[config.mk]
export PLATFORM = sky130hd
export DESIGN_NAME = vga_out
export DESIGN_NICKNAME = d
export VERILOG_FILES = /design/src/rtl/vga_out_pkg.sv /design/src/rtl/vga_timing.sv /design/src/rtl/vga_out.sv
export SDC_FILE = /design/constraint.sdc
export NUM_CORES = 1
export LEC_CHECK = 0
export ABC_AREA = 1
export BUFFER_PORTS_ARGS = -buffer_cell sky130_fd_sc_hd__buf_2
export CORE_ASPECT_RATIO = 0.7
export CORE_MARGIN = 1.5
export CORE_UTILIZATION = 58
export DETAILED_ROUTE_END_ITERATION = 10
export PLACE_DENSITY = 0.86
export SLEW_MARGIN = 10
export SYNTH_ARGS = -nofsm -noshare
export SYNTH_HDL_FRONTEND = slang
export SYNTH_SLANG_ARGS = --single-unit
[constraint.sdc]
create_clock -name pix_clk -period 3 [get_ports pix_clk]
set_clock_uncertainty 0.2 [all_clocks]
set_input_delay 0.3 -clock pix_clk [delete_from_list [all_inputs] [get_ports pix_clk]]
set_output_delay 0.3 -clock pix_clk [all_outputs]
set_load 0.01 [all_outputs]
[src/rtl/vga_out_pkg.sv]
// Shared VGA timing constants and types for vga_out (640x480-style raster at 12.5 MHz, 2x1 pixel clock).
package vga_out_pkg;

    typedef logic [8:0] rgb9_t;
    typedef logic [8:0] hcnt_t;
    typedef logic [9:0] vcnt_t;

    localparam hcnt_t H_TOTAL      = 9'd400;
    localparam hcnt_t H_ACTIVE     = 9'd320;
    localparam hcnt_t H_SYNC_START = 9'd328;
    localparam hcnt_t H_SYNC_END   = 9'd375;
    localparam hcnt_t IMG_X0       = 9'd32;
    localparam hcnt_t IMG_W        = 9'd256;

    localparam vcnt_t V_TOTAL      = 10'd525;
    localparam vcnt_t V_ACTIVE     = 10'd480;
    localparam vcnt_t V_SYNC_START = 10'd490;
    localparam vcnt_t V_SYNC_END   = 10'd491;

    localparam rgb9_t BORDER_RGB   = 9'h049;

    // Per-pixel control decoded from the counters; travels down the latency pipeline.
    typedef struct packed {
        logic win;
        logic blank;
        logic hsync_n;
        logic vsync_n;
    } ctl_t;

    localparam ctl_t CTL_IDLE = '{win: 1'b0, blank: 1'b1, hsync_n: 1'b1, vsync_n: 1'b1};

endpackage

[src/rtl/vga_timing.sv]
// Raster counters plus raw (undelayed) window, blanking and sync decode.
module vga_timing
    import vga_out_pkg::*;
(
    input  logic  pix_clk,
    input  logic  rst,
    output hcnt_t o_hcnt,
    output vcnt_t o_vcnt,
    output ctl_t  o_ctl
);

    hcnt_t r_hcnt;
    vcnt_t r_vcnt;
    logic  w_h_last;
    logic  w_v_last;

    assign w_h_last = (r_hcnt == H_TOTAL - 9'd1);
    assign w_v_last = (r_vcnt == V_TOTAL - 10'd1);

    // NOTE: sequential state uses non-blocking assignments so every register samples pre-edge values.
    always_ff @(posedge pix_clk or negedge rst) begin
        if (!rst) begin
            r_hcnt <= '0;
            r_vcnt <= '0;
        end else if (w_h_last) begin
            r_hcnt <= '0;
            r_vcnt <= w_v_last ? '0 : r_vcnt + 10'd1;
        end else begin
            r_hcnt <= r_hcnt + 9'd1;
        end
    end

    assign o_hcnt        = r_hcnt;
    assign o_vcnt        = r_vcnt;
    assign o_ctl.win     = (r_hcnt >= IMG_X0) && (r_hcnt < IMG_X0 + IMG_W) && (r_vcnt < V_ACTIVE);
    assign o_ctl.blank   = (r_hcnt >= H_ACTIVE) || (r_vcnt >= V_ACTIVE);
    assign o_ctl.hsync_n = !((r_hcnt >= H_SYNC_START) && (r_hcnt <= H_SYNC_END));
    assign o_ctl.vsync_n = !((r_vcnt >= V_SYNC_START) && (r_vcnt <= V_SYNC_END));

endmodule

[src/rtl/vga_out.sv]
// VGA output stage: frame-buffer pointers, FB_LAT-aligned control pipeline and registered pins.
// Define VGA_OUT_BORDER_EN to paint the side borders with BORDER_RGB instead of black.
module vga_out
    import vga_out_pkg::*;
#(
    parameter int FB_LAT = 1
)
(
    input  logic       pix_clk,
    input  logic       rst,
    input  rgb9_t      rgb_buf,
    output logic [7:0] pix_ptr_x,
    output logic [7:0] pix_ptr_y,
    output rgb9_t      rgb,
    output logic       hsync,
    output logic       vsync
);

`ifdef VGA_OUT_BORDER_EN
    localparam rgb9_t BORDER_OUT = BORDER_RGB;
`else
    localparam rgb9_t BORDER_OUT = '0;
`endif

    hcnt_t w_hcnt;
    vcnt_t w_vcnt;
    ctl_t  w_ctl;
    ctl_t  w_ctl_dly;
    ctl_t  r_pipe [FB_LAT];
    rgb9_t r_rgb;
    logic  r_hsync;
    logic  r_vsync;

    vga_timing u_timing (
        .pix_clk (pix_clk),
        .rst     (rst),
        .o_hcnt  (w_hcnt),
        .o_vcnt  (w_vcnt),
        .o_ctl   (w_ctl)
    );

    // Each source row is shown on two consecutive lines, hence vcnt>>1.
    assign pix_ptr_x = w_ctl.win ? 8'(w_hcnt - IMG_X0) : 8'd0;
    assign pix_ptr_y = w_ctl.win ? 8'(w_vcnt >> 1)     : 8'd0;

    // NOTE: the delay stages are reset too, so a reset mid-line cannot leak a stale sync pulse afterwards.
    always_ff @(posedge pix_clk or negedge rst) begin
        if (!rst) begin
            for (int i = 0; i < FB_LAT; i++) r_pipe[i] <= CTL_IDLE;
        end else begin
            r_pipe[0] <= w_ctl;
            for (int i = 1; i < FB_LAT; i++) r_pipe[i] <= r_pipe[i-1];
        end
    end

    assign w_ctl_dly = r_pipe[FB_LAT-1];

    // Output register is the final stage: pins lag the counters by FB_LAT+1 cycles.
    always_ff @(posedge pix_clk or negedge rst) begin
        if (!rst) begin
            r_rgb   <= '0;
            r_hsync <= 1'b1;
            r_vsync <= 1'b1;
        end else begin
            r_hsync <= w_ctl_dly.hsync_n;
            r_vsync <= w_ctl_dly.vsync_n;
            if (w_ctl_dly.blank)    r_rgb <= '0;
            else if (w_ctl_dly.win) r_rgb <= rgb_buf;
            else                    r_rgb <= BORDER_OUT;
        end
    end

    assign rgb   = r_rgb;
    assign hsync = r_hsync;
    assign vsync = r_vsync;

endmodule

Yosys cells after proc, flatten, opt, wreduce, memory -nomap -nowiden
Index checks and enable logic that the tools add are counted.
Operators by class
  reductions and logical operators: 7
  equal/unequal tests: 2
  muxes and demuxes: 6
  magnitude comparators: 9
  add/subtract/negate cells: 3
Operators with widths (number)
  two-way mux 9 bit: 3
  >= comparator 10 x 9 -> 1 bit (second input constant): 2
  >= comparator 9 bit (second input constant): 2
  two-way mux 8 bit: 2
  adder 10 x 1 -> 10 bit (second input constant): 1
  == test 10 bit (second input constant): 1
  <= comparator 10 x 9 -> 1 bit (second input constant): 1
  less-than comparator 10 x 9 -> 1 bit (second input constant): 1
  two-way mux 10 bit: 1
  adder 9 x 1 -> 9 bit (second input constant): 1
  == test 9 bit (second input constant): 1
  >= comparator 9 x 6 -> 1 bit (second input constant): 1
  <= comparator 9 bit (second input constant): 1
  less-than comparator 9 bit (second input constant): 1
  subtractor 8 x 6 -> 8 bit (second input constant): 1
  logical AND 1 bit: 4
  logical NOT 1 bit: 2
  logical OR 1 bit: 1
Word-level totals
  output and inout bits: 27
  logic and storage cells: 36
  bits of input ports: 11
  bits in registers: 34

Longest topological paths before layout
  depth in word-level cells: 4
  mapped depth: 9
  mapped depth without buffers: 8

Cells and area by module
From an unflattened synthesis, not the netlist that was laid out.
Second synthesis, totals
  cell total of the unflattened synthesis: 225
  area total of the unflattened synthesis: 1776.7 um2
By module, submodules not included
  vga_timing: area each 1162.4 um2, cells an instance 153, instances 1, sequential area each 475.5 um2
  vga_out: area each 614.3 um2, cells an instance 72, instances 1, sequential area each 381.6 um2

Worst setup path before layout
OpenSTA, ideal clock, no wires.
  path kind: register to output
  start point: reg u_timing.r_hcnt[5] (netlist: u_timing.o_hcnt[5])
  end point: out pix_ptr_x[5]
  slack: 1.127 ns
  stages on the path, launching flop included: 9
  data arrival time: 1.373 ns
  path buffers: 1
  required time: 2.500 ns
  path through: dfrtp_1 -> inv_1 -> ha_1 -> nand2_1 -> nor2_1 -> nand2_1 -> nand3_2 -> buf_6 -> nor2_1
Between the ends
  cells in the longest elaborated chain, start to end: 4
  elaborated cells between the ends (all ways): 6
  those cells by class: add/sub (1); order compare (2); mux (1); reduce/logical (2)
Ends and longest elaborated chain
  start: declaration: line vga_timing.sv:12  | hcnt_t r_hcnt;
  start signal: assignment: line vga_timing.sv:29  | r_hcnt <= r_hcnt + 9'd1;
  >= comparator 9 x 6 -> 1 bit or less-than comparator 9 bit (tied branches): line vga_timing.sv:35  | assign o_ctl.win = (r_hcnt >= IMG_X0) && (r_hcnt < IMG_X0 + IMG_W) && (r_vcnt < V_ACTIVE);
  logical AND 1 bit (2 in a row): line vga_timing.sv:35
  two-way mux 8 bit (*): line vga_out.sv:43  | assign pix_ptr_x = w_ctl.win ? 8'(w_hcnt - IMG_X0) : 8'd0;
  end: declaration: line vga_out.sv:12  | output logic [7:0] pix_ptr_x,
Every way passes the cells marked *; elsewhere a longest branch is shown, timed or not.

Worst setup path after layout
  start point: reg u_timing.r_hcnt[1] (netlist: u_timing.o_hcnt[1])
  end point: out pix_ptr_x[7]
The elaborated chain is that of the path after synthesis.

==> impl_results.md <==
- EDFF count, synth: 0
- Worst Hold Class: primary input to register
- Layout net count: 301
- Tot Pwr: 1.01 mW
- Post-synth top flop: dfrtp_1
- Hold Vio Cnt, Final: 0
- Max cap viols: 0
- DRC Markers: 0
- Row count: 17
- Peak Freq: 398 MHz
- Synth cell count leaders: nor2_1 (61), nand2_1 (48), inv_1 (33), dfrtp_1 (29), nand3_1 (15)
- Syn Nets: 260
- H-tree Lvls: 2
- I/O pin cnt: 38
- Synth top area cells: dfrtp_1 (39%), nor2_1 (12%), nand2_1 (9.6%)
- Vias in the first global route: 1450
- Core area: 3110 um^2
- Gate Count Post-Synth: 240
- Chip height: 50.5 um
- Initial Utilization: 60.3%
- Post-DP HPWL: 2840 um
- Inserted Clock Buffers: 5
- Synth-to-layout area growth: 18.7%
- Worst-Margin Slew: 746 ps
- Cell with the most instances after synthesis: nor2_1
- Clock sink count: 34
- CP max FO: 17
- Pin count of the biggest net entering global routing: 35
- Leakage power: 1.24 nW
- RSZ-0062 raised after global routing: false
- Yosys top cell area share: 38.8%
- Peak VDD IR: 0.303 mV
- Setup CP Type: register to output pin
- Clock Path Buffers: 2
- Syn Std Cell Area: 1870 um^2
- Post-synthesis async set-or-reset flop share: 100%
- Die area: 3580 um^2
- Initial antenna violation count: 0
- Grt ovf: 0
- Critical Path AT: 2010 ps
- Die X: 70.9 um
- Max Slew Vio Count: 0
- Tcrit/Tclk final: 83.7%
- Outcome: complete, no violations
- CTS tree: yes
- CP Capture Type: output pin
- Clock Latency Late Sink: 290 ps
- Clock slew at reported path FFs: 70 ps
- Number of synthesized register bits: 34
- Startpoint class of the critical path: register
- Layout cells sized above 1: 20.9%
- Min Tclk post-route: 2510 ps
- Cell taking the most area after synthesis: dfrtp_1
- Register area share after synthesis: 45.8%
- Max-slew headroom: 50.3%
- Clk root buf: clkbuf_8
- Wire per inst: 12.4 um
- Vias per cell: 5.15
- Tot GR Track Use: 24.7%
- DRT iter0 DRCs: 123
- PortBufs: 37
- Power per cell area: 452 nW/um^2
- Netlist cell types: 27
- # setup viols final: 0
- Detailed Routing Iterations Pass 1: 4
- First-pass GRT wire length: 6710 um
- Ant. Diodes: 0
- Vias: 1648
- RD Place Congestion: 0.888
- Routed WL: 3970 um
- Avg Inst Size Synth: 7.80 um^2
- Synth Warn #: 0
- Post-DRT Antenna Nets: 0
- CP required: 2500 ps
- Hold_ws: 15.7 ps
- Total negative slack: 0 ps
## state kept, by name, indices dropped and copies added, names as in the netlist
name,cells
hsync,1
r_pipe,4
rgb,9
u_timing.o_hcnt,9
u_timing.o_vcnt,10
vsync,1
## timing repair
action / CTS / global route
endpoints found under the hold margin: 29 / 0
buffers inserted: 0 / 0
hold buffers: 1 / 0
gates resized for setup: 0 / 0
## worst paths after layout
check	depth (start not counted)	start	end	slack, ps
worst max-delay path	9	u_timing.o_hcnt[1]	pix_ptr_x[7]	490
worst min-delay path	3	rgb_buf[8]	rgb[8]	20
worst max register to register	7	u_timing.o_vcnt[1]	u_timing.o_vcnt[6]	1280
worst min register to register	0	r_pipe[0]	vsync	160
max in group asynchronous	2	rst	u_timing.o_vcnt[6]	1710
min in group asynchronous	2	rst	u_timing.o_hcnt[1]	410
## critical path: stages, from the launching register on
cell,delay (ps)
dfrtp_1,400
inv_1,100
ha_1,150
inv_1,40
nor2_1,170
nand3_1,100
nand2_1,80
nand3_2,290
a21oi_1,240
buf_2,160
## layout make-up
cell class                 count  area (um^2)
multi-input combinational    168          856
clock inverter                 3         68.8
tap                           38         47.5
sequential                    34          857
fill                         240          883
inverter                      34          129
timing repair buffer          38          195
clock buffer                   5         68.8
## report_power, final
group	switching [mW]	leakage, nW	total (mW)	internal, mW
logic	0.0186	0.751	0.0305	0.0119
registers	0.00116	0.417	0.466	0.465
clock network	0.176	0.0683	0.509	0.333
## placed cells by master (no fill, tap or decap), drive strengths merged, types with 4 or more instances in the layout
| master | n |
|---|---|
| a21oi | 4 |
| buf | 37 |
| clkbuf | 5 |
| dfrtp | 29 |
| dfstp | 5 |
| ha | 9 |
| inv | 33 |
| nand2 | 50 |
| nand3 | 17 |
| nand4 | 6 |
| nor2 | 62 |
| o21ai | 7 |
| xor2 | 5 |
## per-layer routing
| layer | up-vias | routed length, um | global-route usage [%] |
|---|---|---|---|
| met3 | 5 | 328 | 9.24 |
| li1 | 825 | - | - |
| met2 | 56 | 1770 | 36.9 |
| met4 | 0 | 36 | 6.60 |
| met5 | - | 0 | 0 |
| met1 | 762 | 1840 | 34.0 |
## cells by family (layout without fill, tap and decap cells)
logic type | after synthesis | after routing | synth area share [%]
adders and majority gates | 9 | 9 | 6.02
buffers and inverters | 38 | 80 | 8.49
xor gates and xnor gates | 5 | 5 | 2.34
DFF | 34 | 34 | 45.8
and+or+nand+nor | 140 | 140 | 33.2
AOI/OAI and AO/OA | 14 | 14 | 4.21
## stage by stage
stage | setup WS (ps) | instance area (um^2) | utilization [%] | instances
after CTS | 462 | 2220 | 71.6 | 320
after global routing | 292 | 2220 | 71.6 | 320
after floorplan | 1130 | 1870 | - | 240
final | 488 | 2220 | 71.6 | 320
after global placement | 819 | 2070 | 66.8 | 311
after detailed placement | 792 | 2070 | 66.8 | 311
(Power assumes the default switching activity.)
